<file path="src/rtl/input_arguments_pkg.sv">
// Shared definitions for the plusarg string parser.
// Holds the parser state encoding, the ASCII bytes the parser reacts to,
// the two recognised keys packed four bytes per word (first byte in the
// most significant position), and a delimiter test used by the FSM.
package input_arguments_pkg;

  typedef enum logic [2:0] {
    ST_IDLE     = 3'd0,
    ST_KEY      = 3'd1,
    ST_VAL_MODE = 3'd2,
    ST_VAL_FILE = 3'd3,
    ST_SKIP     = 3'd4,
    ST_DONE     = 3'd5
  } state_t;

  localparam logic [7:0] CH_PLUS  = 8'h2B;  // '+'
  localparam logic [7:0] CH_EQUAL = 8'h3D;  // '='
  localparam logic [7:0] CH_NUL   = 8'h00;  // string terminator
  localparam logic [7:0] CH_SPACE = 8'h20;
  localparam logic [7:0] CH_TAB   = 8'h09;
  localparam logic [7:0] CH_LF    = 8'h0A;

  // Keys as they appear in the key buffer after four shifted-in bytes.
  localparam logic [31:0] KEY_MODE = 32'h4D4F4445;  // "MODE"
  localparam logic [31:0] KEY_FILE = 32'h46494C45;  // "FILE"

  function automatic logic is_delim(input logic [7:0] c);
    return (c == CH_SPACE) || (c == CH_TAB) || (c == CH_LF);
  endfunction

endpackage

</file>
<file path="src/rtl/input_arguments_ascii_hex_digit.sv">
// ascii_hex_digit: purely combinational classifier for one ASCII byte.
// Ports:
//   code   in  8  ASCII byte
//   is_dec out 1  byte is '0'-'9'
//   is_hex out 1  byte is '0'-'9', 'a'-'f' or 'A'-'F'
//   value  out 4  digit value (0 when the byte is not a hex digit)
module ascii_hex_digit (
  input  logic [7:0] code,
  output logic       is_dec,
  output logic       is_hex,
  output logic [3:0] value
);

  always_comb begin
    is_dec = 1'b0;
    is_hex = 1'b0;
    value  = 4'd0;
    if (code >= 8'h30 && code <= 8'h39) begin
      is_dec = 1'b1;
      is_hex = 1'b1;
      value  = code[3:0];
    end else if ((code >= 8'h61 && code <= 8'h66) ||
                 (code >= 8'h41 && code <= 8'h46)) begin
      // 'a'/'A' have low nibble 1, so adding 9 yields 10..15.
      is_hex = 1'b1;
      value  = code[3:0] + 4'd9;
    end
  end

endmodule

</file>
<file path="src/rtl/input_arguments.sv">
// input_arguments: parses a NUL-terminated plusarg string of the form
// "+MODE=<dec> +FILE=<hex>" delivered one byte per cycle, and presents
// the resulting trace-file handle and run mode.
// Ports:
//   clk        in   1             clock, rising edge
//   rst        in   1             asynchronous active-high reset
//   char_valid in   1             byte present on char_data
//   char_data  in   8             ASCII byte of the argument string
//   char_ready out  1             byte accepted when char_valid && char_ready
//   file       out  HANDLE_WIDTH  trace-file handle, 0 = none
//   mode       out  MODE_WIDTH    run mode
//   done       out  1             string fully parsed, outputs final
//   err        out  1             parse error or FILE missing
module input_arguments
  import input_arguments_pkg::*;
#(
  parameter int HANDLE_WIDTH = 32,
  parameter int MODE_WIDTH   = 32
) (
  input  logic                    clk,
  input  logic                    rst,
  input  logic                    char_valid,
  input  logic [7:0]              char_data,
  output logic                    char_ready,
  output logic [HANDLE_WIDTH-1:0] file,
  output logic [MODE_WIDTH-1:0]   mode,
  output logic                    done,
  output logic                    err
);

  localparam int HEX_DIGITS = HANDLE_WIDTH / 4;
  localparam int CNT_W      = $clog2(HEX_DIGITS + 1);

  state_t                  state_reg, state_next;
  logic [31:0]             key_reg, key_next;
  logic [2:0]              key_count_reg, key_count_next;
  logic [MODE_WIDTH-1:0]   mode_acc_reg, mode_acc_next;
  logic [HANDLE_WIDTH-1:0] handle_acc_reg, handle_acc_next;
  logic [CNT_W-1:0]        hex_count_reg, hex_count_next;
  logic [HANDLE_WIDTH-1:0] file_reg, file_next;
  logic [MODE_WIDTH-1:0]   mode_reg, mode_next;
  logic                    err_reg, err_next;
  logic                    done_reg, done_next;

  logic       digit_is_dec;
  logic       digit_is_hex;
  logic [3:0] digit_value;
  logic       accept;

  ascii_hex_digit u_digit (
    .code   (char_data),
    .is_dec (digit_is_dec),
    .is_hex (digit_is_hex),
    .value  (digit_value)
  );

  // Ready is held low while reset is applied as well as once parsing is done.
  assign char_ready = !rst && (state_reg != ST_DONE);
  assign accept     = char_valid && char_ready;

  always_ff @(posedge clk or posedge rst) begin
    if (rst) begin
      state_reg      <= ST_IDLE;
      key_reg        <= '0;
      key_count_reg  <= '0;
      mode_acc_reg   <= '0;
      handle_acc_reg <= '0;
      hex_count_reg  <= '0;
      file_reg       <= '0;
      mode_reg       <= '0;
      err_reg        <= 1'b0;
      done_reg       <= 1'b0;
    end else begin
      state_reg      <= state_next;
      key_reg        <= key_next;
      key_count_reg  <= key_count_next;
      mode_acc_reg   <= mode_acc_next;
      handle_acc_reg <= handle_acc_next;
      hex_count_reg  <= hex_count_next;
      file_reg       <= file_next;
      mode_reg       <= mode_next;
      err_reg        <= err_next;
      done_reg       <= done_next;
    end
  end

  always_comb begin
    state_next      = state_reg;
    key_next        = key_reg;
    key_count_next  = key_count_reg;
    mode_acc_next   = mode_acc_reg;
    handle_acc_next = handle_acc_reg;
    hex_count_next  = hex_count_reg;
    file_next       = file_reg;
    mode_next       = mode_reg;
    err_next        = err_reg;
    done_next       = done_reg;

    if (accept) begin
      unique case (state_reg)
        ST_IDLE: begin
          if (char_data == CH_PLUS) begin
            state_next     = ST_KEY;
            key_next       = '0;
            key_count_next = '0;
          end else if (char_data == CH_NUL) begin
            state_next = ST_DONE;
          end else if (!is_delim(char_data)) begin
            state_next = ST_SKIP;
            err_next   = 1'b1;
          end
        end

        ST_KEY: begin
          if (char_data == CH_EQUAL) begin
            if (key_count_reg == 3'd4 && key_reg == KEY_MODE) begin
              state_next    = ST_VAL_MODE;
              mode_acc_next = '0;
            end else if (key_count_reg == 3'd4 && key_reg == KEY_FILE) begin
              state_next      = ST_VAL_FILE;
              handle_acc_next = '0;
              hex_count_next  = '0;
            end else begin
              state_next = ST_SKIP;
            end
          end else if (char_data == CH_NUL) begin
            state_next = ST_DONE;
          end else if (is_delim(char_data)) begin
            // The delimiter itself ends the discarded token, which is
            // exactly what SKIP would do with it.
            state_next = ST_IDLE;
          end else if (key_count_reg == 3'd4) begin
            state_next = ST_SKIP;
          end else begin
            key_next       = {key_reg[23:0], char_data};
            key_count_next = key_count_reg + 3'd1;
          end
        end

        ST_VAL_MODE: begin
          if (digit_is_dec) begin
            // acc*10 as (acc<<3)+(acc<<1), wrapping at MODE_WIDTH bits.
            mode_acc_next = (mode_acc_reg << 3) + (mode_acc_reg << 1)
                          + MODE_WIDTH'(digit_value);
          end else if (is_delim(char_data)) begin
            mode_next  = mode_acc_reg;
            state_next = ST_IDLE;
          end else if (char_data == CH_NUL) begin
            mode_next  = mode_acc_reg;
            state_next = ST_DONE;
          end else begin
            err_next   = 1'b1;
            state_next = ST_SKIP;
          end
        end

        ST_VAL_FILE: begin
          if (digit_is_hex) begin
            if (hex_count_reg == CNT_W'(HEX_DIGITS)) begin
              err_next   = 1'b1;
              state_next = ST_SKIP;
            end else begin
              handle_acc_next = {handle_acc_reg[HANDLE_WIDTH-5:0], digit_value};
              hex_count_next  = hex_count_reg + 1'b1;
            end
          end else if (is_delim(char_data)) begin
            file_next  = handle_acc_reg;
            state_next = ST_IDLE;
          end else if (char_data == CH_NUL) begin
            file_next  = handle_acc_reg;
            state_next = ST_DONE;
          end else begin
            err_next   = 1'b1;
            state_next = ST_SKIP;
          end
        end

        ST_SKIP: begin
          if (char_data == CH_NUL) begin
            state_next = ST_DONE;
          end else if (is_delim(char_data)) begin
            state_next = ST_IDLE;
          end
        end

        ST_DONE: begin
          state_next = ST_DONE;
        end

        default: begin
          state_next = ST_IDLE;
        end
      endcase

      // Entering DONE: flag a missing handle, looking at the value being
      // committed on this same byte so a trailing "+FILE=x\0" counts.
      if (state_next == ST_DONE && state_reg != ST_DONE) begin
        done_next = 1'b1;
        if (file_next == '0) begin
          err_next = 1'b1;
        end
      end
    end
  end

  assign file = file_reg;
  assign mode = mode_reg;
  assign done = done_reg;
  assign err  = err_reg;

endmodule

</file>
<file path="config.mk">
export PLATFORM = sky130hd
export DESIGN_NAME = input_arguments
export DESIGN_NICKNAME = d
export VERILOG_FILES = /design/src/rtl/input_arguments_pkg.sv /design/src/rtl/input_arguments_ascii_hex_digit.sv /design/src/rtl/input_arguments.sv
export SDC_FILE = /design/constraint.sdc
export NUM_CORES = 1
export LEC_CHECK = 0
export BUFFER_PORTS_ARGS = -buffer_cell sky130_fd_sc_hd__buf_2
export CAP_MARGIN = 10
export CORE_ASPECT_RATIO = 0.75
export CORE_UTILIZATION = 60
export DETAILED_ROUTE_END_ITERATION = 12
export GPL_TIMING_DRIVEN = 0
export PLACE_DENSITY = 0.8
export SLEW_MARGIN = 20
export SYNTH_ARGS = -nofsm -noshare
export SYNTH_HDL_FRONTEND = slang
export SYNTH_SLANG_ARGS = --single-unit
export TNS_END_PERCENT = 30
</file>
<file path="constraint.sdc">
create_clock -name clk -period 6.1 [get_ports clk]
set_input_delay 0.915 -clock clk [delete_from_list [all_inputs] [get_ports clk]]
set_output_delay 0.915 -clock clk [all_outputs]
set_load 0.02 [all_outputs]
</file>
==> results of run 1 <==
-- kinds of logic (layout without fill, tap and decap cells) --
group	count (synthesis)	in the layout	share of synthesized area
buffers and inverters	64	177	0.0290
DFF	172	172	0.473
and+or+nand+nor	256	256	0.139
muxes	67	67	0.0829
xor gates and xnor gates	23	23	0.0221
AOI/OAI and AO/OA	223	223	0.159
adders and majority gates	68	68	0.0951
-- through the flow --
stage / power [mW] / util / worst slack [ns] / std cells / area (um2)
6_report: 2.64 / 0.712 / 0.981 / 1186 / 10400
5_1_grt: 2.75 / 0.712 / 0.568 / 1186 / 10400
4_1_cts: 2.65 / 0.712 / 1.07 / 1186 / 10400
3_5_place_dp: 1.59 / 0.673 / 0.646 / 1154 / 9850
3_3_place_gp: 1.57 / 0.664 / -0.516 / 1148 / 9730
2_1_floorplan: 1.49 / - / 1.15 / 873 / 9100
-- cells in the final DEF (no fill, tap or decap), types with 5 or more instances in the layout --
cell type and count:
mux2_2 65, a22o_1 36, xor2_1 14, xnor2_1 9, nand4_1 9, o21a_1 8
a21o_1 10, inv_1 23, clkbuf_16 17, o211ai_1 6, a31oi_1 6, nor2_1 23
o31ai_1 11, nor4b_1 5, buf_2 85, nor3_1 12, clkinvlp_4 6, ha_1 66
nand2_1 127, o21ai_0 77, dfrtp_1 172, and3_1 8, a21oi_1 40, nand3_1 15
nor4_1 17, nand2b_1 8, clkbuf_1 25
-- cell type report --
type | count | area share
well taps | 200 | 0.0240
multi-input cells | 637 | 0.435
plain buffers | 40 | 0.0167
repair buffers | 81 | 0.0468
clock inverters | 14 | 0.0146
clock buffers | 18 | 0.0411
flip-flops and latches | 172 | 0.413
inverters | 24 | 0.00900
-- power groups by stage --
stage	combinational (mW)	clock (mW)	sequential, mW
floorplan	0.231	0	1.25
global placement	0.312	0	1.26
detailed placement	0.325	0	1.26
CTS	0.325	1.09	1.24
global route	0.369	1.13	1.25
finish	0.328	1.07	1.24
-- final timing paths --
path,start,endpoint,slack (ns),cells after the start
min in group asynchronous,rst,err$_DFFE_PP0P_,0.59,2
worst min register to register,done$_DFFE_PP0P_,done$_DFFE_PP0P_,0.47,1
worst max register to register,mode_acc_reg[2]$_DFFE_PP0P_,mode_acc_reg[29]$_DFFE_PP0P_,2.43,12
worst max-delay path,char_data[0],mode_acc_reg[29]$_DFFE_PP0P_,0.98,18
max in group asynchronous,rst,file[2]$_DFFE_PP0P_,4.55,5
worst min-delay path,done$_DFFE_PP0P_,done$_DFFE_PP0P_,0.47,1
-- cell usage after synthesis, types with 3 or more instances --
cell type	number	area [um2]
mux2_2	65	732
buf_1	4	15.0
nor3_1	12	60.1
o31ai_1	11	82.6
a21o_1	10	75.1
nand3b_1	3	22.5
nor2_1	23	86.3
nand4_1	9	56.3
a211oi_1	3	22.5
nor4b_1	5	43.8
o211a_1	3	30.0
a32o_1	3	30.0
a31oi_1	6	37.5
dfrtp_1	172	4300
xnor2_1	9	78.8
ha_1	66	826
a21oi_1	40	200
nor4_1	18	113
nand4b_1	3	26.3
nand3_1	15	75.1
o21a_1	8	60.1
buf_2	9	45.0
xor2_1	14	123
and2_1	3	18.8
and3_1	8	50.1
clkbuf_1	24	90.1
o21ai_0	77	385
and4_1	3	26.3
o211ai_1	6	45.0
inv_1	24	90.1
nand2b_1	8	50.1
a22o_1	36	315
nand2_1	127	477
or3_1	4	25.0
-- per-layer routing --
| layer | wire length (um) | share of wire | vias to the layer above | GRT usage |
|---|---|---|---|---|
| met5 | 0 | 0 | - | 0 |
| li1 | - | - | 3396 | - |
| met2 | 9200 | 0.43 | 266 | 0.420 |
| met3 | 1430 | 0.067 | 39 | 0.0659 |
| met1 | 10300 | 0.49 | 3582 | 0.444 |
| met4 | 306 | 0.014 | 0 | 0.0857 |
==> flow_metrics.env, run 1 <==
export IMPL_place_hpwl_mm=15.2
export IMPL_clk_insertion_delay_late_ns=0.44
export IMPL_comb_power_share=0.124
export IMPL_worstSetupPathType="in2reg"
export IMPL_layout_drive_gt1_share=0.201
export IMPL_grt_pass1_vias=6909
export IMPL_start_kind="input port"
export IMPL_drc=0
export IMPL_drt_pass1_iter_count=6
export IMPL_ys_types=64
export IMPL_grt_pass1_wl_mm=35.2
export IMPL_start_util=0.621
export IMPL_vias=7283
export IMPL_cts_root_buf="clkbuf_16"
export IMPL_postCtsHoldBufs=0
export IMPL_multi_input_area_um2=4540
export IMPL_yosysWarnings=0
export IMPL_cp_top_family="compound AO/OA/AOI/OAI gates"
export IMPL_post_cts_buffers=0
export IMPL_rsz0062_at_grt="false"
export IMPL_synth_edf_count=0
export IMPL_arrival_ns=5.41
export IMPL_crit_required_ns=6.39
export IMPL_fmaxAchievable_mhz=195
export IMPL_rows=38
export IMPL_powerDensity_nw_per_um2=253
export IMPL_io_pin_count=78
export IMPL_netSwitchingPower_mw=0.757
export IMPL_worstSetupEndpointType="flop"
export IMPL_die_h_um=109
export IMPL_pwr_share_seq=0.470
export IMPL_grt_max_degree=36
export IMPL_syn_instance_count=873
export IMPL_max_cap_violations=0
export IMPL_syn_avg_cell_area_um2=10.4
export IMPL_finClkSkew_ns=0.0134
export IMPL_ys_seq_area_frac=0.473
export IMPL_hold_viol=0
export IMPL_clock_sinks=172
export IMPL_crit_buf_inv=3
export IMPL_seq_area_um2=4300
export IMPL_p_int_mw=1.89
export IMPL_power_frac_clock=0.405
export IMPL_clkTransAtPathRegs_ns=0.07
export IMPL_routabilityCongestion=0.915
export IMPL_overflow=0
export IMPL_status="complete, no violations"
export IMPL_syn_area_um2=9100
export IMPL_ys_seq_elements=172
export IMPL_syn_num_nets=952
export IMPL_antenna_found_initial=0
export IMPL_grt_usage=0.293
export IMPL_drt_iter0_drc=574
export IMPL_synth_async_reset_ratio=1.00
export IMPL_port_buffers=75
export IMPL_fin_setup_tns_ns=0
export IMPL_tightest_slew_ns=0.799
export IMPL_period_share=0.839
export IMPL_nFillCells=1120
export IMPL_synth_ff_type="dfrtp_1"
export IMPL_syn_to_final_growth_pct=14.6
export IMPL_htree_levels=4
export IMPL_antenna_diode_count=0
export IMPL_hold_class="reg2reg"
export IMPL_via_per_inst=6.14
export IMPL_period_minus_slack_ns=5.12
export IMPL_cts_tree="built"
export IMPL_swShare=0.287
export IMPL_wire_per_inst_um=17.9
export IMPL_leakage_nw=5.33
export IMPL_core_area_um2=14600
export IMPL_setup_viol=0
export IMPL_fin_nets=1052
export IMPL_cts_buffers=17
export IMPL_maxSlewHeadroom=0.463
export IMPL_hold_ws_ns=0.467
export IMPL_cts_buffer_depth=2
export IMPL_worstPathCellList="buf_2, inv_1, ha_1, o21ba_2, o21ai_1, nand2_1, a22o_1, fa_1, inv_1, ha_1, a21oi_1, o211ai_1, a32o_1, a21o_1, o311a_1, nor3_1, o21a_1, o311ai_0"
export IMPL_maxSlewViolCount=0
export IMPL_cts_resized=0
export IMPL_final_antenna_net_count=0
export IMPL_peakVddDrop_v=0.000212
export IMPL_wirelength_mm=21.3
export IMPL_worst_path_max_fanout=8
export IMPL_die_w_um=144
export IMPL_die_area_um2=15700
export IMPL_slowest_stage="fa_1"
export IMPL_crit_path_max_incr_delay_ns=0.54
No activity file was read; power rests on OpenSTA's default activity.
==> inputs of run 2 (changes only) <==
ABC_AREA = 1   (was unset)
CORE_UTILIZATION = 55   (was 60)
PLACE_DENSITY = 0.77   (was 0.8)
clock period = 4.59 ns   (was 6.1 ns; I/O delays follow)
==> flow_metrics.env, run 2 <==
export IMPL_status="complete, no violations"
export IMPL_fmaxAchievable_mhz=241
export IMPL_wirelength_mm=25.2
export IMPL_syn_instance_count=1256
export IMPL_clk_insertion_delay_late_ns=0.45
export IMPL_die_h_um=118
export IMPL_synth_edf_count=0
export IMPL_powerDensity_nw_per_um2=417
export IMPL_port_buffers=77
export IMPL_syn_area_um2=9900
export IMPL_drc=0
export IMPL_postCtsHoldBufs=0
export IMPL_place_hpwl_mm=19.0
export IMPL_hold_class="in2async"
export IMPL_worstSetupPathType="in2reg"
export IMPL_crit_required_ns=4.93
export IMPL_grt_pass1_vias=8437
export IMPL_fin_nets=1436
export IMPL_cts_buffer_depth=2
export IMPL_antenna_diode_count=0
export IMPL_rsz0062_at_grt="false"
export IMPL_swShare=0.356
export IMPL_final_common_cell="nand2_1"
export IMPL_peakVddDrop_v=0.000213
export IMPL_final_antenna_net_count=0
export IMPL_layout_common_cells="nand2_1, inv_1, dfrtp_1"
export IMPL_overflow=0
export IMPL_p_int_mw=3.03
export IMPL_rrSetupSlack_ns=1.52
export IMPL_place_area_um2=10700
export IMPL_worstSetupEndpointType="flop"
export IMPL_core_area_um2=17600
export IMPL_start_kind="input port"
export IMPL_grt_pass1_wl_mm=42.0
export IMPL_finalNonFillerCells=1612
export IMPL_ys_seq_area_frac=0.435
export IMPL_final_area_um2=11300
export IMPL_cts_buffers=17
export IMPL_leakage_nw=6.00
export IMPL_tightest_slew_ns=0.716
export IMPL_dpl_cell_count=1580
export IMPL_yosysTopAreaCell="dfrtp_1"
export IMPL_maxSlewViolCount=0
export IMPL_synth_most_common_cell="nand2_1"
export IMPL_maxSlewHeadroom=0.519
export IMPL_power_total_mw=4.71
export IMPL_die_area_um2=18500
export IMPL_syn_num_nets=1335
export IMPL_clkTransAtPathRegs_ns=0.07
export IMPL_hold_viol=0
export IMPL_fin_util=0.641
export IMPL_syn_to_final_growth_pct=14.1
export IMPL_antenna_found_initial=0
export IMPL_cts_root_buf="clkbuf_16"
export IMPL_period_share=0.906
export IMPL_power_frac_clock=0.317
export IMPL_arrival_ns=4.49
export IMPL_post_cts_buffers=0
export IMPL_htree_levels=4
export IMPL_place_ws_ns=-0.0195
export IMPL_die_w_um=157
export IMPL_layout_drive_gt1_share=0.136
export IMPL_grt_usage=0.293
export IMPL_synth_async_reset_ratio=1.00
export IMPL_clock_sinks=172
export IMPL_grt_max_degree=36
export IMPL_netSwitchingPower_mw=1.68
export IMPL_worst_path_max_fanout=9
export IMPL_drt_pass1_iter_count=5
export IMPL_start_util=0.562
export IMPL_vias=8957
export IMPL_setup_viol=0
export IMPL_synth_top_cell_area_share=0.435
export IMPL_comb_power_share=0.302
export IMPL_synth_ff_type="dfrtp_1"
export IMPL_max_cap_violations=0
export IMPL_period_minus_slack_ns=4.16
export IMPL_io_pin_count=78
export IMPL_ys_types=44
export IMPL_cts_resized=0
export IMPL_fin_ws_ns=0.432
export IMPL_wire_per_inst_um=15.6
export IMPL_synthTopCellsByCount="nand2_1, inv_1, dfrtp_1, o21ai_0, nor2_1"
export IMPL_pwr_share_seq=0.381
export IMPL_synthTopCellsByArea="dfrtp_1, nand2_1, ha_1"
export IMPL_rows=42
export IMPL_drt_iter0_drc=925
export IMPL_finClkSkew_ns=0.0133
export IMPL_syn_avg_cell_area_um2=7.88
export IMPL_via_per_inst=5.56
export IMPL_ys_seq_elements=172
export IMPL_cts_tree="built"
export IMPL_routabilityCongestion=0.910
export IMPL_yosysWarnings=0
==> run 2: cell type report <==
type / instances / area (um2)
Fill cell: 1511 / 6310
Multi-Input combinational cell: 857 / 4670
Buffer: 41 / 221
Clock inverter: 13 / 154
Timing Repair Buffer: 82 / 493
Clock buffer: 19 / 443
Tap cell: 242 / 303
Inverter: 186 / 704
Sequential cell: 172 / 4300
==> run 2: path summary, 6_finish.rpt <==
kind                                        startpoint                           end  depth (start not counted)
hold / removal                                     rst       key_reg[19]$_DFFE_PP0P_                          2
max in group asynchronous                          rst           file[4]$_DFFE_PP0P_                          5
setup reg to reg           mode_acc_reg[2]$_DFFE_PP0P_  mode_acc_reg[30]$_DFFE_PP0P_                         14
hold reg to reg                       done$_DFFE_PP0P_              done$_DFFE_PP0P_                          1
setup / recovery                          char_data[0]  mode_acc_reg[30]$_DFFE_PP0P_                         24
min in group clk                      done$_DFFE_PP0P_              done$_DFFE_PP0P_                          1
==> run 2: worst max-delay path, cell delays in order <==
cell     delay, ns
buf_2         0.12
inv_1         0.13
ha_1          0.22
nor2_1        0.06
nand2_1       0.08
nand3_2       0.20
nand2_1       0.20
inv_1         0.07
nor3_1        0.42
ha_1          0.19
ha_1          0.16
inv_1         0.05
fa_1          0.39
inv_1         0.13
nand2_1       0.08
o21ai_0       0.44
nand3_1       0.14
nand3_1       0.18
a21o_1        0.19
nand2_1       0.08
nand2_1       0.06
nand2_1       0.05
nand3_1       0.08
nand2_1       0.05
==> run 2: power groups by stage <==
stage | clock network [mW] | logic (mW) | registers (mW)
after CTS | 1.51 | 1.40 | 1.79
final | 1.49 | 1.42 | 1.80
after floorplan | 0 | 1.06 | 1.80
after detailed placement | 0 | 1.38 | 1.82
after global placement | 0 | 1.34 | 1.82
after global routing | 1.57 | 1.63 | 1.81
==> run 2: per-layer routing <==
metal,GRT usage,routed length (um),vias up
met2,0.416,10600,300
li1,-,-,4342
met3,0.0561,1850,31
met4,0.0858,342,0
met5,0,0,-
met1,0.449,12500,4284
==> run 2: kinds of logic after synthesis <==
family                   after synthesis  synth area share
buffers and inverters                227            0.0932
multiplexers                          10            0.0114
adder cells (fa/ha/maj)               68            0.0875
XOR/XNOR                               6           0.00531
AND/OR/NAND/NOR                      508             0.219
flip-flops                           172             0.435
AO/OA/AOI/OAI                        265             0.149
==> run 2: per-stage QoR <==
stage | setup TNS, ns | hold WS [ns]
5_1_grt | 0 | 0.302
4_1_cts | 0 | 0.284
3_5_place_dp | -0.0377 | 0.451
2_1_floorplan | 0 | 0.445
3_3_place_gp | -200.08 | 0.436
6_report | 0 | 0.278
==> inputs of run 3 (changes only) <==
GPL_TIMING_DRIVEN = unset   (was 0)
==> flow_metrics.env, run 3 (same netlist as run 2, synthesis figures left out) <==
export IMPL_syn_to_final_growth_pct=11.2
export IMPL_antenna_found_initial=0
export IMPL_io_pin_count=78
export IMPL_crit_required_ns=4.92
export IMPL_drc=0
export IMPL_grt_pass1_wl_mm=40.4
export IMPL_rows=42
export IMPL_leakage_nw=5.86
export IMPL_hold_class="reg2reg"
export IMPL_clock_sinks=172
export IMPL_grt_usage=0.275
export IMPL_final_common_cell="nand2_1"
export IMPL_peakVddDrop_v=0.000268
export IMPL_drt_pass1_iter_count=5
export IMPL_power_total_mw=4.65
export IMPL_overflow=0
export IMPL_wire_per_inst_um=15.0
export IMPL_worstSetupEndpointType="flop"
export IMPL_period_share=0.871
export IMPL_die_area_um2=18500
export IMPL_layout_common_cells="nand2_1, inv_1, dfrtp_1"
export IMPL_core_area_um2=17600
export IMPL_tightest_slew_ns=1.06
export IMPL_arrival_ns=4.33
export IMPL_maxSlewViolCount=0
export IMPL_antenna_diode_count=0
export IMPL_start_util=0.562
export IMPL_fin_util=0.625
export IMPL_cts_tree="built"
export IMPL_htree_levels=4
export IMPL_fin_setup_tns_ns=0
export IMPL_layout_drive_gt1_share=0.122
export IMPL_final_antenna_net_count=0
export IMPL_powerDensity_nw_per_um2=423
export IMPL_rsz0062_at_grt="false"
export IMPL_worstHoldStart="done$_DFFE_PP0P_"
export IMPL_cts_root_buf="clkbuf_16"
export IMPL_ff2ff_path_depth=11
export IMPL_cts_buffers=17
export IMPL_cts_resized=0
export IMPL_setup_viol=0
export IMPL_status="complete, no violations"
export IMPL_hold_viol=0
export IMPL_via_per_inst=5.50
export IMPL_max_cap_violations=0
export IMPL_fmaxAchievable_mhz=250
export IMPL_post_cts_buffers=0
export IMPL_fin_nets=1397
export IMPL_worst_path_max_fanout=9
export IMPL_holdPathEnd="done$_DFFE_PP0P_"
export IMPL_die_h_um=118
export IMPL_wirelength_mm=23.6
export IMPL_clkTransAtPathRegs_ns=0.07
export IMPL_finClkSkew_ns=0.0101
export IMPL_grt_max_degree=173
export IMPL_die_w_um=157
export IMPL_routabilityCongestion=0.901
export IMPL_hold_depth=1
export IMPL_grt_pass1_vias=8160
export IMPL_maxSlewHeadroom=0.292
export IMPL_postCtsHoldBufs=0
export IMPL_vias=8658
export IMPL_place_hpwl_mm=16.7
export IMPL_port_buffers=77
export IMPL_period_minus_slack_ns=4.00
export IMPL_r2r_start="state_reg[0]$_DFFE_PP0P_"
export IMPL_cts_buffer_depth=2
export IMPL_drt_iter0_drc=762
export IMPL_clk_insertion_delay_late_ns=0.44
export IMPL_start_kind="input port"
export IMPL_worstSetupPathType="in2reg"
export IMPL_r2r_end="key_reg[17]$_DFFE_PP0P_"
export IMPL_rrSetupSlack_ns=1.23
## run 3: how the worst max path moves through the flow
| stage | endpoint | from | slack (ns) |
|---|---|---|---|
| 6_report | mode_acc_reg[30]$_DFFE_PP0P_ | char_data[0] | 0.59 |
| 5_1_grt | mode_acc_reg[26]$_DFFE_PP0P_ | char_data[0] | 0.25 |
| 3_3_place_gp | mode_acc_reg[31]$_DFFE_PP0P_ | char_data[0] | 0.52 |
| 2_1_floorplan | mode[27]$_DFFE_PP0P_ | rst | 0.02 |
| 3_5_place_dp | mode_acc_reg[26]$_DFFE_PP0P_ | char_data[0] | 0.28 |
| 4_1_cts | mode_acc_reg[30]$_DFFE_PP0P_ | char_data[0] | 0.69 |
## run 3: area by class of cell
type                       instances  area (um2)
clock inverter                    14         136
clock buffer                      18         439
fill                            1570        6600
sequential                       172        4300
tap                              242         303
multi-input combinational        857        4670
timing repair buffer              84         450
inverter                         186         704
## run 3: per-layer routing
metal  track usage  vias to the layer above  part of all wire
met1         0.428                     4099              0.50
li1              -                     4267                 -
met3        0.0444                       23             0.063
met4        0.0778                        0             0.012
met2         0.391                      269              0.42
met5             0                        -                 0
## run 3: power breakdown
group          internal (mW)  leakage [nW]  switching [mW]
combinational          0.496          3.44           0.920
clock                  0.774         0.285           0.660
sequential              1.69          2.14           0.109
## run 3: critical path, stage by stage
cell and delay, ns:
buf_2 0.12, inv_1 0.14, ha_1 0.22, nor2_1 0.07
nand2_1 0.07, nand3_2 0.18, nand2_1 0.19, inv_1 0.08
nor3_1 0.38, ha_1 0.20, ha_1 0.17, inv_1 0.06
fa_1 0.39, inv_1 0.14, nand2_1 0.08, o21ai_0 0.35
nand3_1 0.12, nand3_1 0.15, a21o_1 0.17, nand2_1 0.08
nand2_1 0.06, nand2_1 0.05, nand3_1 0.06, nand2_1 0.07
## run 3: through the flow
stage | worst slack, ns | cell area (um2) | hold WS, ns | instances
CTS | 0.687 | 11000 | 0.470 | 1573
detailed placement | 0.281 | 10400 | 0.450 | 1541
finish | 0.590 | 11000 | 0.469 | 1573
global route | 0.248 | 11000 | 0.491 | 1573
floorplan | 0.0178 | 9900 | 0.445 | 1256
global placement | 0.519 | 10400 | 0.440 | 1541
